$ cat src/rtl/uart_rx_sampler_counter.sv
// uart_rx_sampler_counter
//
// Oversampling edge/bit counter and mid-bit sampler for the UART receive path.
// Counts Edge_count within each bit and Bit_count within a frame. Samples RX_IN
// around mid-bit and presents one decided bit with a one-cycle Sample_done strobe.
//
// Optional feature macro: UART_RX_MAJORITY_VOTE_EN
//   defined   : Sampled_bit is the 2-of-3 majority of the samples at H-1, H and H+1.
//   undefined : only the sample at H is used; s0/s2 do not exist.
//
// Ports:
//   CLK         in   RX oversampling clock
//   RST         in   asynchronous active-low reset
//   RX_IN       in   serial line, already synchronised to CLK
//   Enable      in   frame active, from the RX FSM
//   PAR_EN      in   frame carries a parity bit
//   Prescale    in   oversampling ratio (8/16/32); latched while Enable=0
//   Sampled_bit out  decided bit value
//   Sample_done out  one-cycle strobe, Sampled_bit/Bit_count valid
//   Edge_count  out  edge index within the current bit
//   Bit_count   out  bit index within the frame (0 = start)
//   Frame_done  out  one-cycle pulse after the last edge of the stop bit
module uart_rx_sampler_counter #(
  parameter int unsigned DATA_WIDTH = 8,
  parameter int unsigned PRESCALE_W = 6
) (
  input  logic                  CLK,
  input  logic                  RST,
  input  logic                  RX_IN,
  input  logic                  Enable,
  input  logic                  PAR_EN,
  input  logic [PRESCALE_W-1:0] Prescale,
  output logic                  Sampled_bit,
  output logic                  Sample_done,
  output logic [PRESCALE_W-1:0] Edge_count,
  output logic [4:0]            Bit_count,
  output logic                  Frame_done
);

  localparam logic [PRESCALE_W-1:0] MinPrescale = PRESCALE_W'(8);

  logic [PRESCALE_W-1:0] prescale_q;
  logic [PRESCALE_W-1:0] prescale_sel;
  logic [PRESCALE_W-1:0] half;
  logic [PRESCALE_W-1:0] last_edge;
  logic [4:0]            last_bit;
  logic                  edge_wrap;
  logic                  frame_end;
  logic                  s1;
  logic                  vote;
`ifdef UART_RX_MAJORITY_VOTE_EN
  logic                  s0;
  logic                  s2;
`endif

  always_comb begin
    // Ratios below 8 leave no room for the H-1..H+3 sampling window.
    prescale_sel = (Prescale < MinPrescale) ? MinPrescale : Prescale;
    half         = prescale_q >> 1;
    last_edge    = prescale_q - PRESCALE_W'(1);
    last_bit     = PAR_EN ? 5'(DATA_WIDTH + 2) : 5'(DATA_WIDTH + 1);
    edge_wrap    = (Edge_count == last_edge);
    frame_end    = edge_wrap && (Bit_count == last_bit);
`ifdef UART_RX_MAJORITY_VOTE_EN
    vote = (s0 & s1) | (s0 & s2) | (s1 & s2);
`else
    vote = s1;
`endif
  end

  always_ff @(posedge CLK or negedge RST) begin
    if (!RST) begin
      prescale_q  <= MinPrescale;
      Edge_count  <= '0;
      Bit_count   <= '0;
      Sampled_bit <= 1'b0;
      Sample_done <= 1'b0;
      Frame_done  <= 1'b0;
      s1          <= 1'b0;
`ifdef UART_RX_MAJORITY_VOTE_EN
      s0          <= 1'b0;
      s2          <= 1'b0;
`endif
    end else begin
      Sample_done <= 1'b0;
      Frame_done  <= 1'b0;
      if (!Enable) begin
        // Idle: track Prescale, clear counters; any pending sample is dropped.
        prescale_q <= prescale_sel;
        Edge_count <= '0;
        Bit_count  <= '0;
      end else begin
        if (edge_wrap) begin
          Edge_count <= '0;
          Bit_count  <= frame_end ? 5'd0 : Bit_count + 5'd1;
          Frame_done <= frame_end;
        end else begin
          Edge_count <= Edge_count + PRESCALE_W'(1);
        end
`ifdef UART_RX_MAJORITY_VOTE_EN
        if (Edge_count == half - PRESCALE_W'(1)) s0 <= RX_IN;
        if (Edge_count == half + PRESCALE_W'(1)) s2 <= RX_IN;
`endif
        if (Edge_count == half) s1 <= RX_IN;
        // Decision one edge after the last sample; strobe is visible at H+3.
        if (Edge_count == half + PRESCALE_W'(2)) begin
          Sampled_bit <= vote;
          Sample_done <= 1'b1;
        end
      end
    end
  end

endmodule
$ cat config.mk
export PLATFORM = sky130hd
export DESIGN_NAME = uart_rx_sampler_counter
export DESIGN_NICKNAME = d
export VERILOG_FILES = /design/src/rtl/uart_rx_sampler_counter.sv
export SDC_FILE = /design/constraint.sdc
export NUM_CORES = 1
export LEC_CHECK = 0
export ABC_AREA = 1
export CAP_MARGIN = 0
export CORE_MARGIN = 3
export CORE_UTILIZATION = 50
export DETAILED_ROUTE_END_ITERATION = 12
export DONT_BUFFER_PORTS = 1
export SYNTH_ARGS = -nofsm -noshare
export SYNTH_HDL_FRONTEND = slang
export SYNTH_SLANG_ARGS = --single-unit
$ cat constraint.sdc
create_clock -name CLK -period 3.3 [get_ports CLK]
set_input_delay 0.825 -clock CLK [delete_from_list [all_inputs] [get_ports CLK]]
set_output_delay 0.825 -clock CLK [all_outputs]
set_load 0.05 [all_outputs]
# --- Yosys cells after proc, flatten, opt, wreduce, memory -nomap -nowiden ---
# Index checks and enable logic that the tools add are counted.
totals:
  regBits: 21
  in_bits: 11
  output_inout_bits: 14
  wordCells: 31
classes:
  n_addsub: 4
  order_cmp: 1
  n_eq_ne: 5
  muxes: 11
  n_reduce_logical: 3
ops:
  columns: ["cell", "count"]
  rows:
  - ["two-way mux 6 bit", 3]
  - ["two-way mux 5 bit", 3]
  - ["== test 6 bit", 2]
  - ["adder 5 x 2 -> 6 bit, second input constant", 1]
  - ["adder 6 x 1 -> 6 bit, second input constant", 1]
  - ["== test 6 x 5 -> 1 bit", 1]
  - ["less-than comparator 6 x 4 -> 1 bit, second input constant", 1]
  - ["subtractor 6 x 1 -> 6 bit, second input constant", 1]
  - ["adder 5 x 1 -> 5 bit, second input constant", 1]
  - ["== test 5 x 4 -> 1 bit", 1]
  - ["two-way mux 1 bit", 4]
  - ["AND reduction 2 bit", 2]
  - ["two-way mux 2 bit", 1]
  - ["!= test 2 x 1 -> 1 bit, second input constant", 1]
  - ["logical AND 1 bit", 1]

# --- Logic depth before layout (Yosys ltp) ---
logic_depth:
  ltp_word: 6
  depth_mapped: 14
  ltp_nobuf: 13

# --- Worst setup path after synthesis ---
# No wires, ideal clock.
synth_path:
  path_type: "input port to flip-flop"
  from: "input Enable"
  to: "register s1"
  setup_ns: 0.126
  t_arrival_ns: 1.558
  required_ns: 3.174
  path_slack_ns: 1.616
  stages: 6
  path_buffers: 1
  cell_sequence: "clkbuf_1 -> o21ai_0 -> a211oi_1 -> nand4_1 -> nand2_1 -> o21ai_0"
synth_via:
  elab_chain_cells: 1
synth_lines:
  columns: ["item", "line", "text"]
  rows:
  - ["start: declaration", "30", "input logic Enable,"]
  - ["AND reduction 2 bit (no line)", null, null]
  - ["end signal: assignment", "79", "s1 <= 1'b0;"]
  - ["end signal: assignment", "104", "if (Edge_count == half) s1 <= RX_IN;"]
  - ["end: declaration", "49", "logic s1;"]
# No other way between the ends.
# A chain may end at the register's enable or synchronous reset.

# --- Worst setup path after layout ---
layout_path:
  from: "register Edge_count[4]"
  to: "register Edge_count[0]"
layout_via:
  elab_chain_cells: 3
layout_lines:
  columns: ["item", "line", "text"]
  rows:
  - ["start: declaration", "35", "output logic [PRESCALE_W-1:0] Edge_count,"]
  - ["start signal: assignment", "98", "Edge_count <= Edge_count + PRESCALE_W'(1);"]
  - ["== test 6 bit", "62", "edge_wrap = (Edge_count == last_edge);"]
  - ["two-way mux 6 bit", "93", "if (edge_wrap) begin"]
  - ["two-way mux 6 bit", "87", "if (!Enable) begin"]
# No other way between the ends.

==> results.sh <==
export IMPL_final_layout_size_suffix_gt1_share_pct=7.568
export IMPL_drt_pre_antenna_iters=4
export IMPL_post_synth_inst_count=185
export IMPL_total_leakage_power_nw=0.7195
export IMPL_dieHeight_um=58.16
export IMPL_grt_use_met2_pct=30.97
export IMPL_synth_top_family_by_area="simple AND/OR/NAND/NOR gates"
export IMPL_nFillCells=250
export IMPL_detail_route_wl_per_cell_um=13.51
export IMPL_grt_use_total_pct=18.83
export IMPL_cts_num_sinks=21
export IMPL_totalWireLength_um=2904
export IMPL_grt_max_degree=22
export IMPL_antennaDiodeCount=0
export IMPL_yosysUniqueCellTypes=24
export IMPL_clock_tree_from_tritoncts="built"
export IMPL_post_synth_top_area_cell="sky130_fd_sc_hd__dfrtp_1"
export IMPL_port_buffer_count=0
export IMPL_first_global_vias=1078
export IMPL_worst_ep_arrival_time_ns=2.20
export IMPL_synth_adder_area_share_pct=5.520
export IMPL_syn_area_per_cell_um2=7.352
export IMPL_wire_length_of_the_first_global_routing_pass_um=4830
export IMPL_dieArea_um2=3382
export IMPL_placeableCoreArea_um2=2522
export IMPL_irDropWorstVdd_v=0.0002815
export IMPL_cts_root_buffer_cell="sky130_fd_sc_hd__clkbuf_4"
export IMPL_viasPerCell=5.288
export IMPL_setup_violations_final=0
export IMPL_start_kind="flop"
export IMPL_cts_setup_buffers=0
export IMPL_slew_violations=0
export IMPL_routability_driven_placement_congestion_ratio=0.8452
export IMPL_timing_final_ws_setup_ns=1.280
export IMPL_critical_path_class="reg -> reg"
export IMPL_synth_seq_cells=21
export IMPL_synth_yosys_seq_area_share_pct=38.73
export IMPL_design_portCount=25
export IMPL_drc_errors=0
export IMPL_synth_compound_area_share_pct=6.072
export IMPL_final_period_utilization_pct=61.20
export IMPL_initial_utilization_pct=53.92
export IMPL_cap_viol_max_count=0
export IMPL_setup_skew_after_layout_ns=0.004561
export IMPL_worst_endpoint_required_ns=3.48
export IMPL_yosys_area_share_xor_xnor_pct=9.016
export IMPL_clk_path_buf_depth=2
export IMPL_htreeDepth=1
export IMPL_antenna_left=0
export IMPL_dr_total_vias=1137
export IMPL_hold_buffers=0
export IMPL_yosys_warnings=0
export IMPL_gr_total_overflow=0
export IMPL_row_cnt=18
export IMPL_final_period_minus_worst_setup_slack_ns=2.020
export IMPL_muxShareOfSynthArea_pct=0
export IMPL_grt_met1_usage_pct=24.97
export IMPL_postcts_resize_cnt=0
export IMPL_setup_repair_after_global_routing_missed_its_margin="no"
export IMPL_final_common_cell="sky130_fd_sc_hd__nand2_1"
export IMPL_power_per_cell_area_nw_per_um2=416.2
export IMPL_synth_fp_nets=202
export IMPL_max_slew_margin_pct=55.50
export IMPL_drt_iter0_drc=41
export IMPL_die_w_um=58.16
export IMPL_min_delay_path_class="in -> async"
export IMPL_post_layout_net_count=203
export IMPL_grt_use_met3_pct=4.677
export IMPL_clock_latency_ns=0.31
export IMPL_synth_simple_gate_area_share_pct=32.20
export IMPL_final_cell_mix="47 x sky130_fd_sc_hd__nand2_1, 27 x sky130_fd_sc_hd__nor2_1, 20 x sky130_fd_sc_hd__dfrtp_1, 20 x sky130_fd_sc_hd__inv_1, 17 x sky130_fd_sc_hd__nand3_1"
export IMPL_worst_hold_margin_ns=0.1906
export IMPL_netlist_top_cells_area="sky130_fd_sc_hd__dfrtp_1 37%, sky130_fd_sc_hd__nand2_1 13%, sky130_fd_sc_hd__nor2_1 7.5%, sky130_fd_sc_hd__nand3_1 6.3%, sky130_fd_sc_hd__xor2_1 5.8%"
export IMPL_syn_to_final_growth_pct=2.852
export IMPL_synth_cell_area_um2=1360
export IMPL_critPathCaptureType="flop"
export IMPL_finalHoldViolations=0
export IMPL_antenna_found_initial=0
export IMPL_dp_worst_setup_slack_ns=1.315
export IMPL_totalNegativeSetupSlack_ns=0
export IMPL_synth_top_area_share_pct=36.80
export IMPL_run_status="completed"
export IMPL_cts_buffers=3
export IMPL_clk_pin_slew_ns=0.12
export IMPL_detailed_place_hpwl_um=2255
export IMPL_grt_busiest_layer="met2"
export IMPL_path_max_fanout=12
export IMPL_max_freq_ghz=0.4951
export IMPL_actual_slew_at_the_worst_max_slew_pin_ns=0.6675
## critical path, cell delays in order, from the launching register on
cell,delay [ns]
sky130_fd_sc_hd__dfrtp_1,0.76
sky130_fd_sc_hd__inv_1,0.20
sky130_fd_sc_hd__nand2_1,0.13
sky130_fd_sc_hd__nand3_1,0.08
sky130_fd_sc_hd__nand2_1,0.07
sky130_fd_sc_hd__nand2_1,0.05
sky130_fd_sc_hd__inv_1,0.09
sky130_fd_sc_hd__nand3_2,0.23
sky130_fd_sc_hd__nand2_1,0.23
sky130_fd_sc_hd__nor2_1,0.06
## power breakdown
group	switching (W)	internal (W)
sequential	0.0000628	0.000280
combinational	0.0000673	0.0000442
clock	0.0000807	0.0000472
## worst paths after layout
check	from	endpoint	slack (ns)	cells past startpoint
worst max register to register	Edge_count[4]	Edge_count[0]	1.28	9
worst min register to register	s1	s1	0.51	2
worst max-delay path	Edge_count[4]	Edge_count[0]	1.28	9
worst min-delay path	RST	prescale_q[2]	0.19	0
max in group asynchronous	RST	prescale_q[3]	2.93	0
min in group CLK	s1	s1	0.51	2
## final cells by class
type | instances | area (µm²) | share of cell area [%]
clock buffers | 4 | 26.28 | 1.878
inverters | 24 | 90.09 | 6.440
multi-input cells | 136 | 718.2 | 51.34
flip-flops and latches | 21 | 526.8 | 37.66
well taps | 30 | 37.54 | 2.683
## cells in the mapped netlist
library cell and count:
sky130_fd_sc_hd__nand2_1 47, sky130_fd_sc_hd__nor2_1 27, sky130_fd_sc_hd__dfrtp_1 20, sky130_fd_sc_hd__inv_1 20, sky130_fd_sc_hd__nand3_1 17, sky130_fd_sc_hd__xor2_1 9, sky130_fd_sc_hd__o21ai_0 8, sky130_fd_sc_hd__ha_1 6
sky130_fd_sc_hd__xnor2_1 5, sky130_fd_sc_hd__inv_2 4, sky130_fd_sc_hd__nand4_1 4, sky130_fd_sc_hd__o21ai_1 3, sky130_fd_sc_hd__buf_2 2, sky130_fd_sc_hd__nand2_2 2, sky130_fd_sc_hd__nand3_2 2, sky130_fd_sc_hd__a211oi_1 1
sky130_fd_sc_hd__a21boi_0 1, sky130_fd_sc_hd__a21oi_1 1, sky130_fd_sc_hd__a22oi_1 1, sky130_fd_sc_hd__buf_6 1, sky130_fd_sc_hd__clkbuf_1 1, sky130_fd_sc_hd__dfstp_2 1, sky130_fd_sc_hd__nor2_2 1, sky130_fd_sc_hd__nor2_4 1
## state kept, by name, summed over array words and instances, names as in the netlist
signal and flops:
Sampled_bit 1, prescale_q 6, Bit_count 5, Frame_done 1, Edge_count 6, Sample_done 1, s1 1
## kinds of logic (layout without fill, tap and decap cells)
family / count (synthesis) / after routing
compound gates: 15 / 15
simple gates: 101 / 101
xor+xnor: 14 / 14
buf+inv: 28 / 28
fa+ha+maj: 6 / 6
flops: 21 / 21
## stage by stage
step	area [µm²]	instances	util, %	power, W
CTS	1399	215	55.46	0.0005877
finish	1399	215	55.46	0.0005822
global route	1399	215	55.46	0.0006179
detailed placement	1373	211	54.41	0.0004600
floorplan	1360	185	-	0.0004378
global placement	1373	211	54.41	0.0004557
## per-layer routing
metal,vias to the layer above,share of wire (%),routed length (µm)
met5,-,0,0
met4,0,0.34,10
met3,2,5.1,149
met2,22,49,1412
met1,529,46,1332
li1,584,-,-
(Power assumes the default switching activity.)
